--- src/rtl/fifo_pkt_rd_ctrl.sv ---
// fifo_pkt_rd_ctrl: prefetching packet FIFO reader with framing, max-length and IFG enforcement
module fifo_pkt_rd_ctrl #(
  parameter int RD_LATENCY  = 2,
  parameter int BUF_DEPTH   = 4,
  parameter int IFG_CYCLES  = 12,
  parameter int MAX_PKT_LEN = 1518
) (
  input  logic        rd_clk,
  input  logic        rd_rst,
  output logic        fifo_rd_en,
  input  logic [9:0]  fifo_rd_data,
  input  logic        fifo_rd_empty,
  output logic [7:0]  tx_data,
  output logic        tx_sop,
  output logic        tx_eop,
  output logic        tx_valid,
  input  logic        tx_ready,
  output logic        tx_abort,
  output logic [15:0] pkt_cnt,
  output logic [15:0] err_cnt,
  output logic        busy
);
  localparam int PW = $clog2(BUF_DEPTH);
  localparam int CW = $clog2(BUF_DEPTH + 1);
  localparam int FW = $clog2(RD_LATENCY + 1);
  localparam int BW = $clog2(MAX_PKT_LEN + 1);
  localparam int IW = $clog2(IFG_CYCLES + 1);

  typedef enum logic [1:0] {IDLE, PKT, DROP, IFG} state_t;

  state_t              state, state_n;
  logic [9:0]          mem [BUF_DEPTH];
  logic [PW-1:0]       wr_ptr, rd_ptr;
  logic [CW-1:0]       count;
  logic [RD_LATENCY-1:0] in_sr;
  logic [FW-1:0]       in_flight;
  logic [BW-1:0]       beat_cnt, beat_n;
  logic [IW-1:0]       ifg_cnt, ifg_n;
  logic                pop, pkt_inc, err_inc, cap, head_v, head_sop, head_eop, at_max;

  function automatic logic [PW-1:0] nxt(input logic [PW-1:0] p);
    return (int'(p) == BUF_DEPTH - 1) ? '0 : p + 1'b1;
  endfunction

  always_comb begin
    in_flight = '0;
    for (int i = 0; i < RD_LATENCY; i++) in_flight = in_flight + FW'(in_sr[i]);
  end

  // Reservation counts in-flight reads so returning words always find a free slot
  assign fifo_rd_en = !fifo_rd_empty && !rd_rst && (int'(count) + int'(in_flight) < BUF_DEPTH);
  assign cap        = in_sr[RD_LATENCY-1];
  assign head_v     = count != '0;
  assign head_sop   = mem[rd_ptr][8];
  assign head_eop   = mem[rd_ptr][9];
  assign at_max     = int'(beat_cnt) == MAX_PKT_LEN - 1;
  assign tx_data    = tx_valid ? mem[rd_ptr][7:0] : '0;
  assign busy       = state != IDLE || head_v || |in_sr;

  always_ff @(posedge rd_clk)
    if (cap && !rd_rst) mem[wr_ptr] <= fifo_rd_data;

  always_ff @(posedge rd_clk)
    if (rd_rst) begin
      wr_ptr <= '0;
      rd_ptr <= '0;
      count  <= '0;
      in_sr  <= '0;
    end else begin
      in_sr  <= (in_sr << 1) | RD_LATENCY'(fifo_rd_en);
      wr_ptr <= cap ? nxt(wr_ptr) : wr_ptr;
      rd_ptr <= pop ? nxt(rd_ptr) : rd_ptr;
      count  <= count + CW'(cap) - CW'(pop);
    end

  always_comb begin
    state_n  = state;
    beat_n   = beat_cnt;
    ifg_n    = '0;
    pop      = 1'b0;
    pkt_inc  = 1'b0;
    err_inc  = 1'b0;
    tx_valid = 1'b0;
    tx_sop   = 1'b0;
    tx_eop   = 1'b0;
    tx_abort = 1'b0;
    case (state)
      IDLE: if (head_v) begin
        if (head_sop) begin
          tx_valid = 1'b1;
          tx_sop   = 1'b1;
          tx_eop   = head_eop;
          if (tx_ready) begin
            pop     = 1'b1;
            beat_n  = BW'(1);
            pkt_inc = head_eop;
            state_n = head_eop ? IFG : PKT;
          end
        end else begin
          pop     = 1'b1;
          err_inc = 1'b1;
        end
      end
      PKT: if (head_v) begin
        if (head_sop) begin
          tx_abort = 1'b1;
          err_inc  = 1'b1;
          state_n  = IFG;
        end else begin
          tx_valid = 1'b1;
          tx_eop   = head_eop || at_max;
          if (tx_ready) begin
            pop      = 1'b1;
            beat_n   = beat_cnt + 1'b1;
            pkt_inc  = head_eop;
            tx_abort = !head_eop && at_max;
            err_inc  = !head_eop && at_max;
            state_n  = head_eop ? IFG : at_max ? DROP : PKT;
          end
        end
      end
      DROP: if (head_v) begin
        pop     = !head_sop;
        state_n = (head_sop || head_eop) ? IFG : DROP;
      end
      default: begin
        ifg_n   = ifg_cnt + 1'b1;
        state_n = (int'(ifg_cnt) == IFG_CYCLES - 1) ? IDLE : IFG;
      end
    endcase
  end

  always_ff @(posedge rd_clk)
    if (rd_rst) begin
      state    <= IDLE;
      beat_cnt <= '0;
      ifg_cnt  <= '0;
      pkt_cnt  <= '0;
      err_cnt  <= '0;
    end else begin
      state    <= state_n;
      beat_cnt <= beat_n;
      ifg_cnt  <= ifg_n;
      pkt_cnt  <= pkt_cnt + 16'(pkt_inc && pkt_cnt != 16'hFFFF);
      err_cnt  <= err_cnt + 16'(err_inc && err_cnt != 16'hFFFF);
    end
endmodule

--- config.mk ---
export PLATFORM = sky130hd
export DESIGN_NAME = fifo_pkt_rd_ctrl
export DESIGN_NICKNAME = d
export VERILOG_FILES = /design/src/rtl/fifo_pkt_rd_ctrl.sv
export SDC_FILE = /design/constraint.sdc
export NUM_CORES = 1
export LEC_CHECK = 0
export BUFFER_PORTS_ARGS = -buffer_cell sky130_fd_sc_hd__buf_4
export CORE_MARGIN = 2
export CORE_UTILIZATION = 40
export DETAILED_ROUTE_END_ITERATION = 10
export PLACE_DENSITY = 0.62
export SLEW_MARGIN = 10
export SYNTH_ARGS = -nofsm -noshare
export SYNTH_HDL_FRONTEND = slang
export SYNTH_SLANG_ARGS = --single-unit
--- constraint.sdc ---
create_clock -name rd_clk -period 3.44 [get_ports rd_clk]
set_input_delay 0.172 -clock rd_clk [delete_from_list [all_inputs] [get_ports rd_clk]]
set_output_delay 0.172 -clock rd_clk [all_outputs]
set_load 0.05 [all_outputs]
== After elaboration in Yosys (flattened, before gate mapping) ==
Memories as Yosys holds them, arrays and structs flattened. A register that Yosys moved wholly into a read port is not among the register bits.
Index checks and enable logic that the tools add are counted.
Storage, ports and cells
  flip-flop bits (word level): 58
  bits in writable memories: 40
  bits of input ports: 14
  output and inout bits: 46
  logic and storage cells: 116
  memories: 1
Memory list
  mem: depth 4, width 10, read ports 1, clocked after Yosys merged registers in 1, wr ports 1, line 32  | logic [9:0] mem [BUF_DEPTH];
Operators by class
  $add $sub $neg: 10
  $lt $le $gt $ge: 1
  eq/ne operators: 16
  mux-type cells: 56
  bitwise gates (word level): 1
  reduce and logical (&&, ||, !) cells: 22
Operators by type and width (count)
  $mux 11: 6
  $add 16x1->16: 2
  $ne 16x16->1 const B: 2
  $mux 2: 15
  $mux 1: 27
  $pmux 11 s2: 1
  $ne 2x2->1 const B: 7
  $add 11x1->11 const B: 1
  $eq 11x11->1 const B: 1
  $mux 8: 1
  $pmux 1 s2: 4
  $reduce_and 7->1: 1
  $eq 2x1->1 const B: 3
  $logic_and 1x1->1: 6
  $pmux 2 s3: 1
  $reduce_and 6->1: 1
  $add 2x1->2 const B: 2
  $add 3x2->4: 1
  $add 4x1->4 const B: 1
  $eq 4x4->1 const B: 1
  $logic_not 1->1: 4
  $logic_or 1x1->1: 4
  $lt 4x3->1 const B: 1
  $reduce_bool 2->1: 2
  other kinds (11): 11

== Logic depth before layout (Yosys ltp) ==
  word-level depth: 8
  mapped depth: 14
  mapped depth without buffers: 13

== Least setup slack after synthesis ==
OpenSTA, ideal clock, no wires.
  path kind: flip-flop to flip-flop
  from: reg with a tool-made name
  to: reg err_cnt[14]
  setup time: 0.071 ns
  arrival: 2.875 ns
  required time: 3.369 ns
  slack: 0.494 ns
  stages on the path, launching flop included: 14
  buffers on the path: 2
  clock period less this slack: 2.946 ns
  cells stage by stage: dfxtp_1 -> buf_6 -> mux4_2 -> and4b_1 -> a21o_1 -> a21oi_1 -> nor3_1 -> ha_1 -> ha_1 -> and2_1 -> clkbuf_1 -> nand2_1 -> or3_1 -> a21oi_1
RTL lines
  end signal: assignment: line 145  | err_cnt <= err_cnt + 16'(err_inc && err_cnt != 16'hFFFF);
  end: declaration: line 20  | output logic [15:0] err_cnt,

==> impl_results.md <==
* Hold Vio Cnt, Final at 0
* Routed Wire Length at 9.04 mm
* Overall track demand over capacity in global routing at 15.2%
* Final sum of negative setup slack at 0 ns
* Rel. slew slack at 52.6%
* Antenna diode count at 0
* Largest voltage drop on the vdd net at 301 µV
* Top library cells by usage in the layout, fill and taps aside: sky130_fd_sc_hd__buf_4, sky130_fd_sc_hd__dfxtp_1, sky130_fd_sc_hd__nor2_1
* Number of buffers inserted by port buffering at 59
* Total setup violations reported at the end of the flow at 0
* CTS buffer count at 9
* Prevailing post-synth register cell: sky130_fd_sc_hd__dfxtp_1
* PostCTS Resize Cnt at 0
* Total I/O pin count at 60
* GR Util met2 at 25.7%
* Ranking of synthesized cells by area: sky130_fd_sc_hd__dfxtp_1, sky130_fd_sc_hd__edfxtp_1, sky130_fd_sc_hd__ha_1, sky130_fd_sc_hd__nor2_1, sky130_fd_sc_hd__xor2_1
* Die ar. at 0.0123 mm²
* Hpwl dp at 6.40 mm
* Synth Cell Area at 0.00456 mm²
* Number of nets at the end of the flow at 504
* Post-detailed-route wirelength per cell at 14.7 µm
* Leading area contributor after synthesis: sky130_fd_sc_hd__dfxtp_1
* H-tree depth at 3
* Crit path required time at 3.66 ns
* Number of setup buffers added after CTS at 0
* Final Util at 49.8%
* Fraction of synthesized cell area taken by the top area cell type at 26.3%
* Global-route wire length before repair at 15.1 mm
* Fraction of the yosys area taken by sequential cells at 52.7%
* Vias in the first global route at 3139
* Result of the run: finished, final reports clean
* Buffer depth of the longest clock path at 2
* Clk sinks at 100
* Layout cell share with drive strength beyond 1 at 19.6%
* Worst hold path type: in2reg
* Routing usage on met1 at 18.8%
* Number of library cell types mapped by synthesis at 52
* Total Power Consumption at 3.57 mW
* Initial standard-cell utilization of the core at 41.5%
* Total nets after synthesis at 442
* Root buf cell: sky130_fd_sc_hd__clkbuf_16
* Count of state elements after synthesis at 100
* Fmax achieved at 0.324 GHz
* Detailed Route Iter0 Violations at 200
* Final number of max-transition violations at 0
* RSZ-0062 raised after global routing: false
* Clock transition at the registers of the reported paths at 0.07 ns
* Final worst clock skew at 0.00915 ns
* Power density normalized to cell area at 653 mW/mm²
* Clock period minus final worst setup slack at 3.09 ns
* Layer with the highest usage after global routing: met2
* WS Path Type: reg2reg
* Final routed DRC violation total at 0
* Mean cell area of the mapped netlist at 11.2 µm²
* Grt met3 use at 3.61%
* Arrival time of data at the critical path endpoint at 3.31 ns
* Antenna Nets Post-Route at 0
* Cell area after layout at 0.00547 mm²
* Hold buffer count at CTS at 1
* Number of flops mapped to enable cells by yosys at 40
* CP Max Fanout at 13
* GPL Wtd Cong at 0.763
* Hold path startpoint: fifo_rd_data[9]
* Placed standard-cell area at 0.00514 mm²
* Actual slew at the worst max-slew pin at 0.700 ns
* Max-cap violation count at 0
* Layout area overhead at 19.8%
* Maximum number of pins on one net before global-route repair at 51
* Synth warn at 0
* Clock tree from TritonCTS: done
* Post-synth ARST share at 0%
* Endpoint kind of the worst setup timing path: flip-flop
* Grt ovf at 0
* Antenna violations before repair at 0
* Leakage dissipation at 2.08 nW
* Post-synthesis cell count at 407
* Per-cell via count in the routed design at 5.12
* Fraction of the cycle the final worst path needs at 89.8%
* Width of the chip at 111 µm
* Later-pin clock latency in the skew report at 0.35 ns
* Core region area at 0.0110 mm²
* Sort of element at the start of the critical path: flip-flop
* Placement row count at 38
* Count of vias placed by the detailed router at 3144
* Most common cell after layout, fill and taps aside: sky130_fd_sc_hd__buf_4
* Detailed-router iteration count before antenna repair at 4
* Chip Height at 111 µm
[power breakdown]
group,switching (mW),leakage [nW],internal [mW]
registers,0.0673,0.846,1.30
logic,0.729,1.09,0.439
clock network,0.459,0.142,0.574
[critical path: stages (launching register included)]
cell	delay [ns]
sky130_fd_sc_hd__dfxtp_1	0.34
sky130_fd_sc_hd__buf_4	0.16
sky130_fd_sc_hd__mux4_2	0.54
sky130_fd_sc_hd__nor2_1	0.09
sky130_fd_sc_hd__o311ai_1	0.63
sky130_fd_sc_hd__inv_1	0.10
sky130_fd_sc_hd__ha_1	0.30
sky130_fd_sc_hd__inv_1	0.04
sky130_fd_sc_hd__ha_1	0.18
sky130_fd_sc_hd__fa_1	0.37
sky130_fd_sc_hd__xor2_1	0.15
sky130_fd_sc_hd__nor2_1	0.05
[final cells by class]
class,instances,area (µm²)
Fill cell,1007,5520
Sequential cell,100,2400
Multi-Input combinational cell,275,2020
Timing Repair Buffer,64,483
Clock buffer,9,225
Tap cell,140,175
Clock inverter,7,86.3
Inverter,19,71.3
[routing by layer]
metal | up-vias | part of all wire [%] | wire length (µm)
li1 | 1565 | - | -
met1 | 1505 | 44 | 3990
met2 | 65 | 50 | 4530
met3 | 9 | 4.3 | 385
met4 | 0 | 1.6 | 146
met5 | - | 0 | 0
[cell usage after synthesis (2+ instances only)]
| library cell | number |
|---|---|
| sky130_fd_sc_hd__dfxtp_1 | 60 |
| sky130_fd_sc_hd__nor2_1 | 53 |
| sky130_fd_sc_hd__edfxtp_1 | 40 |
| sky130_fd_sc_hd__nand2_1 | 21 |
| sky130_fd_sc_hd__ha_1 | 20 |
| sky130_fd_sc_hd__inv_1 | 19 |
| sky130_fd_sc_hd__xor2_1 | 19 |
| sky130_fd_sc_hd__nand3_1 | 18 |
| sky130_fd_sc_hd__nor2b_1 | 17 |
| sky130_fd_sc_hd__xnor2_1 | 16 |
| sky130_fd_sc_hd__a21oi_1 | 14 |
| sky130_fd_sc_hd__nor3_1 | 11 |
| sky130_fd_sc_hd__and2_1 | 8 |
| sky130_fd_sc_hd__and4_1 | 8 |
| sky130_fd_sc_hd__clkbuf_1 | 8 |
| sky130_fd_sc_hd__nand4_1 | 7 |
| sky130_fd_sc_hd__or3_1 | 7 |
| sky130_fd_sc_hd__o21ai_0 | 6 |
| sky130_fd_sc_hd__mux4_1 | 5 |
| sky130_fd_sc_hd__mux4_2 | 5 |
| sky130_fd_sc_hd__a211oi_1 | 4 |
| sky130_fd_sc_hd__a21o_1 | 3 |
| sky130_fd_sc_hd__and3_1 | 3 |
| sky130_fd_sc_hd__a311oi_1 | 2 |
| sky130_fd_sc_hd__and2b_1 | 2 |
| sky130_fd_sc_hd__buf_6 | 2 |
| sky130_fd_sc_hd__mux2i_1 | 2 |
| sky130_fd_sc_hd__nor4_2 | 2 |
| sky130_fd_sc_hd__o211ai_1 | 2 |
[path summary, 6_finish.rpt]
path / slack (ns) / end / depth (start not counted)
setup / recovery: 0.35 / count[2] / 11
hold / removal: 0.02 / mem[1][9] / 1
setup reg to reg: 0.35 / count[2] / 11
hold reg to reg: 0.45 / ifg_cnt[0] / 1
[stage by stage]
| step | setup slack [ns] | hold WS (ns) | cells |
|---|---|---|---|
| after floorplan | 0.494 | 0.249 | 407 |
| after global placement | 0.387 | 0.355 | 597 |
| after detailed placement | 0.337 | 0.359 | 597 |
| after CTS | 0.325 | 0.0111 | 614 |
| after global routing | 0.0328 | 0.0105 | 614 |
| final | 0.352 | 0.0219 | 614 |
[registers in the layout (all words and copies together) (netlist names), named ones only]
signal,count
err_cnt,16
ifg_cnt,4
state,2
pkt_cnt,16
count,3
rd_ptr,2
beat_cnt,11
in_sr,2
mem,40
wr_ptr,2
[kinds of logic after synthesis]
group,Yosys count,synth area share [%]
simple gates,163,19.1
flops,100,52.7
compound gates,42,6.09
xor+xnor,35,6.72
buf+inv,32,3.02
fa+ha+maj,21,5.92
mux,14,6.53
No activity file was read; power rests on OpenSTA's default activity.
